===== src/rtl/mstr_arb.sv =====
// mstr_arb: two-master round-robin arbiter onto one downstream port; bus timeout enabled by MSTR_ARB_TIMEOUT_EN
module mstr_arb #(
    parameter int TIMEOUT_CYC = 1024
) (
    input  logic        clk_i,
    input  logic        rst_n_i,
    input  logic        m0_valid_i,
    input  logic [31:0] m0_addr_i,
    input  logic [31:0] m0_wdata_i,
    input  logic [3:0]  m0_wstrb_i,
    output logic [31:0] m0_rdata_o,
    output logic        m0_ready_o,
    input  logic        m1_valid_i,
    input  logic [31:0] m1_addr_i,
    input  logic [31:0] m1_wdata_i,
    input  logic [3:0]  m1_wstrb_i,
    output logic [31:0] m1_rdata_o,
    output logic        m1_ready_o,
    output logic        core_valid_o,
    output logic [31:0] core_addr_o,
    output logic [31:0] core_wdata_o,
    output logic [3:0]  core_wstrb_o,
    input  logic [31:0] core_rdata_i,
    input  logic        core_ready_i,
    output logic [1:0]  grant_o,
    output logic        err_o
);
    typedef enum logic [1:0] {IDLE, BUSY0, BUSY1} state_t;
    state_t state, state_nxt;
    logic last, g0, g1, busy, own_valid, tmo, done;
    logic [31:0] rdata;

    if (TIMEOUT_CYC < 2 || TIMEOUT_CYC > 65535) begin : g_range
        $error("mstr_arb: TIMEOUT_CYC must be in 2..65535");
    end

    assign g0        = state == BUSY0;
    assign g1        = state == BUSY1;
    assign busy      = g0 || g1;
    assign own_valid = g0 ? m0_valid_i : m1_valid_i;
    assign done      = busy && (core_ready_i || tmo);

`ifdef MSTR_ARB_TIMEOUT_EN
    logic [15:0] cnt;
    // unanswered busy cycles; the mandatory idle cycle clears it before every grant
    always_ff @(posedge clk_i or negedge rst_n_i) begin
        if (!rst_n_i)
            cnt <= '0;
        else
            cnt <= (busy && !core_ready_i) ? cnt + 16'd1 : '0;
    end
    assign tmo = busy && !core_ready_i && cnt == 16'(TIMEOUT_CYC - 1);
`else
    assign tmo = 1'b0;
`endif

    // state register and round-robin pointer; last remembers who completed most recently
    always_ff @(posedge clk_i or negedge rst_n_i) begin
        if (!rst_n_i) begin
            state <= IDLE;
            last  <= 1'b0;
        end else begin
            state <= state_nxt;
            if (done)
                last <= g1;
        end
    end

    // arbitrate only from idle; a tie goes to the master not served last
    always_comb begin
        state_nxt = state == IDLE ? ((m0_valid_i && m1_valid_i) ? (last ? BUSY0 : BUSY1) :
                                     m0_valid_i ? BUSY0 : m1_valid_i ? BUSY1 : IDLE) :
                    (!busy || done || !own_valid) ? IDLE : state;
    end

    // downstream mux from the owner; responses only reach the owner, zero everywhere when idle
    always_comb begin
        core_valid_o = g0 ? m0_valid_i : g1 ? m1_valid_i : 1'b0;
        core_addr_o  = g0 ? m0_addr_i  : g1 ? m1_addr_i  : '0;
        core_wdata_o = g0 ? m0_wdata_i : g1 ? m1_wdata_i : '0;
        core_wstrb_o = g0 ? m0_wstrb_i : g1 ? m1_wstrb_i : '0;
        rdata        = core_ready_i ? core_rdata_i : tmo ? 32'hDEAD_BEEF : '0;
        m0_ready_o   = g0 && done;
        m1_ready_o   = g1 && done;
        m0_rdata_o   = (g0 && done) ? rdata : '0;
        m1_rdata_o   = (g1 && done) ? rdata : '0;
        grant_o      = {g1, g0};
        err_o        = tmo;
    end
endmodule


===== config.mk =====
export PLATFORM = sky130hd
export DESIGN_NAME = mstr_arb
export DESIGN_NICKNAME = d
export VERILOG_FILES = /design/src/rtl/mstr_arb.sv
export SDC_FILE = /design/constraint.sdc
export NUM_CORES = 1
export LEC_CHECK = 0
export ABC_CLOCK_PERIOD_IN_PS = 2700
export CAP_MARGIN = 0
export CORE_AREA = 2 2 120 122
export CTS_CLUSTER_DIAMETER = 120
export CTS_CLUSTER_SIZE = 12
export DETAILED_ROUTE_END_ITERATION = 6
export DIE_AREA = 0 0 122 124
export GPL_TIMING_DRIVEN = 0
export PLACE_DENSITY_LB_ADDON = 0.05
export SYNTH_ARGS = -nofsm -noshare
export SYNTH_HDL_FRONTEND = slang
export SYNTH_SLANG_ARGS = --single-unit

===== constraint.sdc =====
create_clock -name clk_i -period 2.7 [get_ports clk_i]
set_input_delay 0.54 -clock clk_i [delete_from_list [all_inputs] [get_ports clk_i]]
set_output_delay 0.54 -clock clk_i [all_outputs]
set_load 0.01 [all_outputs]

Yosys cells after proc, flatten, opt, wreduce, memory -nomap -nowiden
Cells that the tools add are included.

cells by class
  reductions and logical operators = 11
  muxes and demuxes = 18
  eq/ne operators = 2

operators with widths
  cell                                                              count
  32-bit two-way mux                                                7
  2-bit two-way mux                                                 6
  4-bit two-way mux                                                 2
  1-bit logical AND                                                 4
  1-bit logical OR                                                  3
  1-bit two-way mux                                                 3
  2-bit by 1-bit == test with 1-bit output (second input constant)  1
  2-bit == test (second input constant)                             1
  1-bit zero test                                                   2
  2-bit zero test                                                   1
  2-bit nonzero test                                                1

storage, ports and cells
  logic and storage cells = 33
  output and inout port bits = 138
  register bits = 3
  bits of input ports = 173

Longest topological paths before layout
Gate-level depths: netlist of the first run.

  depth after elaboration = 7
  depth in mapped cells = 8
  gate-level depth less buffers = 4

Worst setup path before layout of the first run
No wires, ideal clock.

  path type = flip-flop to output port
  start = reg state[0]
  end = out m1_rdata_o[23]
  setup slack = 0.884 ns
  cell stages (with the launch flop) = 7
  required time = 2.160 ns
  arrival = 1.276 ns
  buffers on the path = 2
  path through = dfrtp_1 -> inv_1 -> ha_1 -> and3_4 -> buf_6 -> buf_6 -> and2_1

between the ends
  cells in the longest elaborated chain, start to end = 5
  elaborated cells on any way between the ends = 6
  those cells by class = eq/ne: 2; mux: 1; reduce/logical: 3

ends and longest elaborated chain
  item                                                                       RTL line  text
  from (decl)                                                                29        state_t state, state_nxt;
  from (signal assigned)                                                     63        state <= state_nxt;
  2-bit by 1-bit == test with 1-bit output or 2-bit == test (tied branches)  37, 38
  1-bit logical OR                                                           39        assign busy = g0 || g1;
  1-bit logical AND                                                          41        assign done = busy && (core_ready_i || tmo);
  1-bit logical AND (*)                                                      -
  net m1_ready_o                                                             18        output logic m1_ready_o,
  32-bit two-way mux (*)                                                     86        m1_rdata_o = (g1 && done) ? rdata : '0;
  to (decl)                                                                  17        output logic [31:0] m1_rdata_o,

Mark *: on every way through the listed nets, which the timed path passes. The rest lies on a longest branch.

Final worst setup path of the first run
  start = reg state[0]
  end = out m1_rdata_o[19]

between the ends
  cells in the longest elaborated chain, start to end = 5
  elaborated cells on any way between the ends = 6
  those cells by class = eq/ne: 2; mux: 1; reduce/logical: 3

ends and longest elaborated chain
  item                                                                       RTL line
  2-bit by 1-bit == test with 1-bit output or 2-bit == test (tied branches)  37, 38
  1-bit logical OR                                                           39
  1-bit logical AND                                                          41
  1-bit logical AND (*)                                                      86
  32-bit two-way mux (*)                                                     86

Every way passes the cells marked *; elsewhere a longest branch is shown, timed or not.

==> results of run 1 <==
-- worst paths after layout --
path                       startpoint        endpoint  slack (ns)  cells past startpoint
setup / recovery             state[0]  m1_rdata_o[19]        0.05                      7
min in group clk_i               last            last        0.50                      1
hold / removal                rst_n_i        state[1]        0.50                      1
setup reg to reg             state[1]        state[0]        1.13                      6
max in group asynchronous     rst_n_i        state[0]        2.04                      1
hold reg to reg                  last            last        0.50                      1
-- layer usage --
metal / vias to the layer above / GRT usage [%] / wire (um)
met5: - / 0 / 0
met4: 0 / 2.73 / 142
met3: 12 / 5.45 / 1390
met2: 183 / 27.7 / 6350
met1: 1405 / 15.5 / 4420
li1: 1680 / - / -
-- flip-flops by register name, summed over array words and instances, names as in the netlist --
name   count
last       1
state      2
-- metrics by stage --
step                worst slack [ns]  cell area [um^2]  setup TNS, ns
floorplan                      0.884              1720              0
CTS                          -0.0169              5110        -0.0180
finish                        0.0521              5270              0
global route                 -0.0528              5270          -1.04
detailed placement            0.0225              5020              0
global placement              0.0466              5020              0
-- power by group through the flow --
| stage | registers (W) | clock network, W | logic [W] |
|---|---|---|---|
| 2_1_floorplan | 0.0000675 | 0 | 0.000852 |
| 3_3_place_gp | 0.0000705 | 0 | 0.00202 |
| 3_5_place_dp | 0.0000712 | 0 | 0.00202 |
| 4_1_cts | 0.0000708 | 0.000246 | 0.00200 |
| 5_1_grt | 0.0000717 | 0.000255 | 0.00211 |
| 6_report | 0.0000700 | 0.000242 | 0.00192 |
-- cell type report --
class	instances	area (um^2)	area share, %
well taps	180	225	4.27
inverters	2	7.51	0.142
repair buffers	310	3200	60.6
plain buffers	37	280	5.31
multi-input cells	281	1410	26.7
flip-flops and latches	3	75.1	1.42
clock buffers	4	78.8	1.49
-- logic make-up (layout without fill, tap and decap cells) --
family,count (synthesis),in the layout
buffers and inverters,39,353
adders and majority gates,3,3
AOI/OAI and AO/OA,71,71
and+or+nand+nor,205,205
muxes,1,1
other,1,1
DFF,3,3
-- synth_stat cells (2+ instances only) --
| master | instances | area (um^2) |
|---|---|---|
| buf_6 | 8 | 90.1 |
| o21ai_1 | 65 | 325 |
| a22o_1 | 3 | 26.3 |
| buf_4 | 6 | 45.0 |
| inv_1 | 2 | 7.51 |
| nor4bb_1 | 2 | 20.0 |
| nand2_1 | 134 | 503 |
| and3_1 | 32 | 200 |
| clkbuf_1 | 11 | 41.3 |
| dfrtp_1 | 3 | 75.1 |
| buf_2 | 12 | 60.1 |
| ha_1 | 3 | 37.5 |
| and2_1 | 33 | 206 |
| a32o_1 | 2 | 20.0 |
-- timing repair --
| item | in CTS | in global routing |
|---|---|---|
| gates resized for setup | 47 | 60 |
| hold buffers | 0 | 0 |
| buffers inserted | 1 | 1 |
| setup endpoints to repair | 129 | 102 |
-- worst max-delay path, stage by stage (launching register included) --
cell,delay (ns)
dfrtp_1,0.36
inv_1,0.09
ha_1,0.33
and3_4,0.18
buf_6,0.12
buf_6,0.13
and2_1,0.12
clkdlybuf4s50_1,0.53
==> impl_metrics.csv, run 1 <==
group,metric,value,unit
power,combPwrFrac,86.0,%
route,viasPerCell,4.01,
final_layout,num_antenna_cells,0,
final_layout,layout-drive-gt1-share,5.97,%
clock_tree,cts.clk_slew.worst_paths,0.03,ns
route,drc,0,
timing,slew_violations,0,
final_layout,finish.utilization,38.4,%
yosys,synth_fa_ha_area_share,2.19,%
final_layout,synthToLayoutAreaGrowth,207,%
yosys,synthDistinctLibCells,21,
setup_path,start_kind,"flip-flop",
yosys,yosys.area_share.simple,56.0,%
route,ant_nets,0,
setup_path,worst_ep_required_time,2.16,ns
die,start_util,12.5,%
route,totalWireLength,12300,um
yosys,synth_ff_type,"dfrtp_1",
yosys,synthArstFlopShare,100,%
placed_design,dp_cells,811,
route,vias,3280,
timing,max_freq,0.378,GHz
power,switching_share,42.7,%
power,powerDensity,423,mW/mm^2
route,first_iter_violations,93,
placed_design,gp_congestion,0.799,
die,dieArea,0.0151,mm^2
global_route,track_usage,14.6,%
clock_tree,worstSkewPairLatency,0.23,ns
yosys,synth_top_family_by_area,"simple AND/OR/NAND/NOR gates",
final_layout,fin_nets,814,
die,core,0.0137,mm^2
yosys,syn_inst,323,
timing,hold_viol,0,
clock_tree,cts_sinks,3,
setup_path,critPathCaptureType,"primary output",
clock_tree,cts_tree,"built",
final_layout,fillers,1491,
die,die_x,122,um
setup_path,crit_type,"flip-flop to primary output",
timing,finalCriticalPeriod,2.65,ns
placed_design,port_buffers,308,
yosys,avgSynthCellArea,5.31,um^2
route,avgRoutedWirePerCell,15.1,um
clock_tree,h-tree-depth,1,
route,drt_first_pass_iters,4,
power,pwr-share-clk,10.9,%
flow_run,maxCapViolations,0,
timing,finalSetupViolCount,0,
power,p_int,0.00128,W
placed_design,dpl.hpwl,10300,um
final_layout,stdcell_count,817,
yosys,synth_compound_area_share,22.1,%
outcome,status,"complete, no violations",
setup_path,critical_path_arrival,2.11,ns
global_route,grt_pass1_vias,3265,
power,seqPwrFrac,3.1,%
power,p_switching,0.000953,W
worst_hold_path,hp-class,"input port to asynchronous set/reset pin",
timing,rsz0062_at_grt,"yes",
setup_path,crit_fanout,10,
yosys,yosysWarnings,0,
timing,timing.hold.ws,0.502,ns
power,leakage,3.08,nW
clock_tree,cts_root_buffer,"clkbuf_16",
clock_tree,cts_buffers,3,
die,io-pin-count,311,
final_layout,final_common_cell,"clkdlybuf4s50_1",
power,power,0.00223,W
global_route,grt_pass1_wl,17300,um
yosys,synth_edf_count,0,
global_route,grt_max_degree,11,
timing,skew,0.00500,ns
yosys,synth_xor_area_share,0,%
global_route,grt_overflow,0,
yosys,yosysSeqAreaShare,4.38,%
yosys,synth_nets,499,
yosys,synth_mux_area_share,0.875,%
yosys,synth_area,0.00172,mm^2
timing,period_share,98.1,%
die,die_y,124,um
final_layout,final_cell_mix,"223 x clkdlybuf4s50_1, 134 x nand2_1, 65 x o21ai_1",
global_route,antenna_found_initial,0,
yosys,synth-seq-cells,3,
clock_tree,clk_path_buf_depth,2,
power,ir_drop,0.152,mV
die,fp-row-count,43,
No activity file was read; power rests on OpenSTA's default activity.
==> run 2, diff against run 1 <==
Settings changed: CTS_BUF_LIST from default to sky130_fd_sc_hd__clkbuf_16.
==> impl_metrics.csv, run 2 (synthesis gave the netlist of run 1 again) <==
group,metric,value,unit
timing,period_share,98.1,%
die,die_x,122,um
placed_design,port_buffers,308,
power,leakage,3.08,nW
final_layout,final_common_cell,"clkdlybuf4s50_1",
global_route,grt_pass1_vias,3265,
route,totalWireLength,12300,um
outcome,status,"complete, no violations",
setup_path,critical_path_arrival,2.11,ns
final_layout,final_cell_mix,"223 x clkdlybuf4s50_1, 134 x nand2_1, 65 x o21ai_1",
setup_path,crit_fanout,10,
power,switching_share,42.8,%
clock_tree,holdBufCountCts,0,
power,combPwrFrac,86.2,%
clock_tree,cts_root_buffer,"clkbuf_16",
power,ir_drop,0.152,mV
die,dieArea,0.0151,mm^2
timing,skew,0.00467,ns
global_route,grt_pass1_wl,17300,um
timing,timing.hold.ws,0.502,ns
power,powerDensity,422,mW/mm^2
power,power,0.00223,W
route,drt_first_pass_iters,4,
global_route,grt_use_met3,5.45,%
global_route,grt_overflow,0,
route,avgRoutedWirePerCell,15.1,um
timing,slew_violations,0,
global_route,grt_max_degree,11,
global_route,antenna_found_initial,0,
final_layout,synthToLayoutAreaGrowth,207,%
power,p_switching,0.000953,W
timing,rsz0062_at_grt,"yes",
timing,finalCriticalPeriod,2.65,ns
die,die_y,124,um
final_layout,layout-drive-gt1-share,5.97,%
clock_tree,cts_tree,"built",
final_layout,regMostFlops,"state",
route,ant_nets,0,
die,fp-row-count,43,
worst_hold_path,hp-class,"input port to asynchronous set/reset pin",
placed_design,gp_congestion,0.799,
power,seqPwrFrac,3.1,%
global_route,gr-usage-met1,15.5,%
clock_tree,h-tree-depth,1,
clock_tree,worstSkewPairLatency,0.23,ns
flow_run,maxCapViolations,0,
setup_path,crit_type,"flip-flop to primary output",
clock_tree,cts_buffers,3,
setup_path,critPathCaptureType,"primary output",
power,p_int,0.00127,W
die,start_util,12.5,%
clock_tree,cts_sinks,3,
setup_path,worst_ep_required_time,2.16,ns
timing,finalSetupViolCount,0,
clock_tree,clk_path_buf_depth,2,
global_route,track_usage,14.6,%
clock_tree,cts.clk_slew.worst_paths,0.03,ns
setup_path,start_kind,"flip-flop",
power,pwr-share-clk,10.7,%
final_layout,fin_nets,814,
global_route,top_usage_layer,"met2",
final_layout,reg_top3,"state: 2 flops, last: 1 flops",
final_layout,largest_reg_flops,2,
timing,max_freq,0.378,GHz
route,viasPerCell,4.01,
route,first_iter_violations,93,
die,io-pin-count,311,
die,core,0.0137,mm^2
placed_design,dpl.hpwl,10300,um
route,vias,3278,
timing,hold_viol,0,
route,drc,0,
global_route,use_met2,27.7,%
final_layout,num_antenna_cells,0,
run 2: changes by cell type in the layout (fill, tap and decap cells not counted):
cell | before | now
clkbuf_1 | 8 | 7
inv_1 | 2 | 3
run 2: layer usage:
metal,vias up,wire [um]
li1,1680,-
met1,1403,4420
met2,183,6350
met3,12,1390
met4,0,142
met5,-,0
run 2: critical path: stages, from the launching register on:
cell and delay (ns):
dfrtp_1 0.36, inv_1 0.09, ha_1 0.33, and3_4 0.18, buf_6 0.12, buf_6 0.13
and2_1 0.12, clkdlybuf4s50_1 0.53
run 2: path summary, 6_finish.rpt:
path                       startpoint              to  slack, ns  depth (start not counted)
max                          state[0]  m1_rdata_o[19]       0.05                          7
min                           rst_n_i        state[1]       0.50                          1
max reg2reg                  state[1]        state[0]       1.13                          6
min reg2reg                      last            last       0.50                          1
max in group asynchronous     rst_n_i        state[0]       2.04                          1
min in group clk_i               last            last       0.50                          1
run 2: power groups by stage:
stage | combinational (W) | sequential (W) | clock, W
after floorplan | 0.000852 | 0.0000675 | 0
after global placement | 0.00202 | 0.0000705 | 0
after detailed placement | 0.00202 | 0.0000712 | 0
after CTS | 0.00200 | 0.0000708 | 0.000242
after global routing | 0.00211 | 0.0000717 | 0.000251
final | 0.00192 | 0.0000700 | 0.000239
run 2: per-stage QoR:
stage | setup TNS, ns | instances | worst slack (ns) | cell area, um^2 | util (%)
after floorplan | 0 | 323 | 0.884 | 1720 | -
after CTS | -0.0185 | 816 | -0.0173 | 5110 | 37.3
after detailed placement | 0 | 811 | 0.0225 | 5020 | 36.6
after global placement | 0 | 811 | 0.0466 | 5020 | 36.6
after global routing | -1.04 | 817 | -0.0528 | 5270 | 38.4
final | 0 | 817 | 0.0517 | 5270 | 38.4
run 2: cell type report:
class	count	area [um^2]
Buffer	37	280
Timing Repair Buffer	310	3200
Sequential cell	3	75.1
Tap cell	180	225
Multi-Input combinational cell	281	1410
Clock inverter	1	3.75
Inverter	2	7.51
Fill cell	1491	8450
Clock buffer	3	75.1
run 2: repair_timing:
action,CTS,global route
setup buffers,1,1
setup endpoints to repair,130,102
resized for setup,47,60
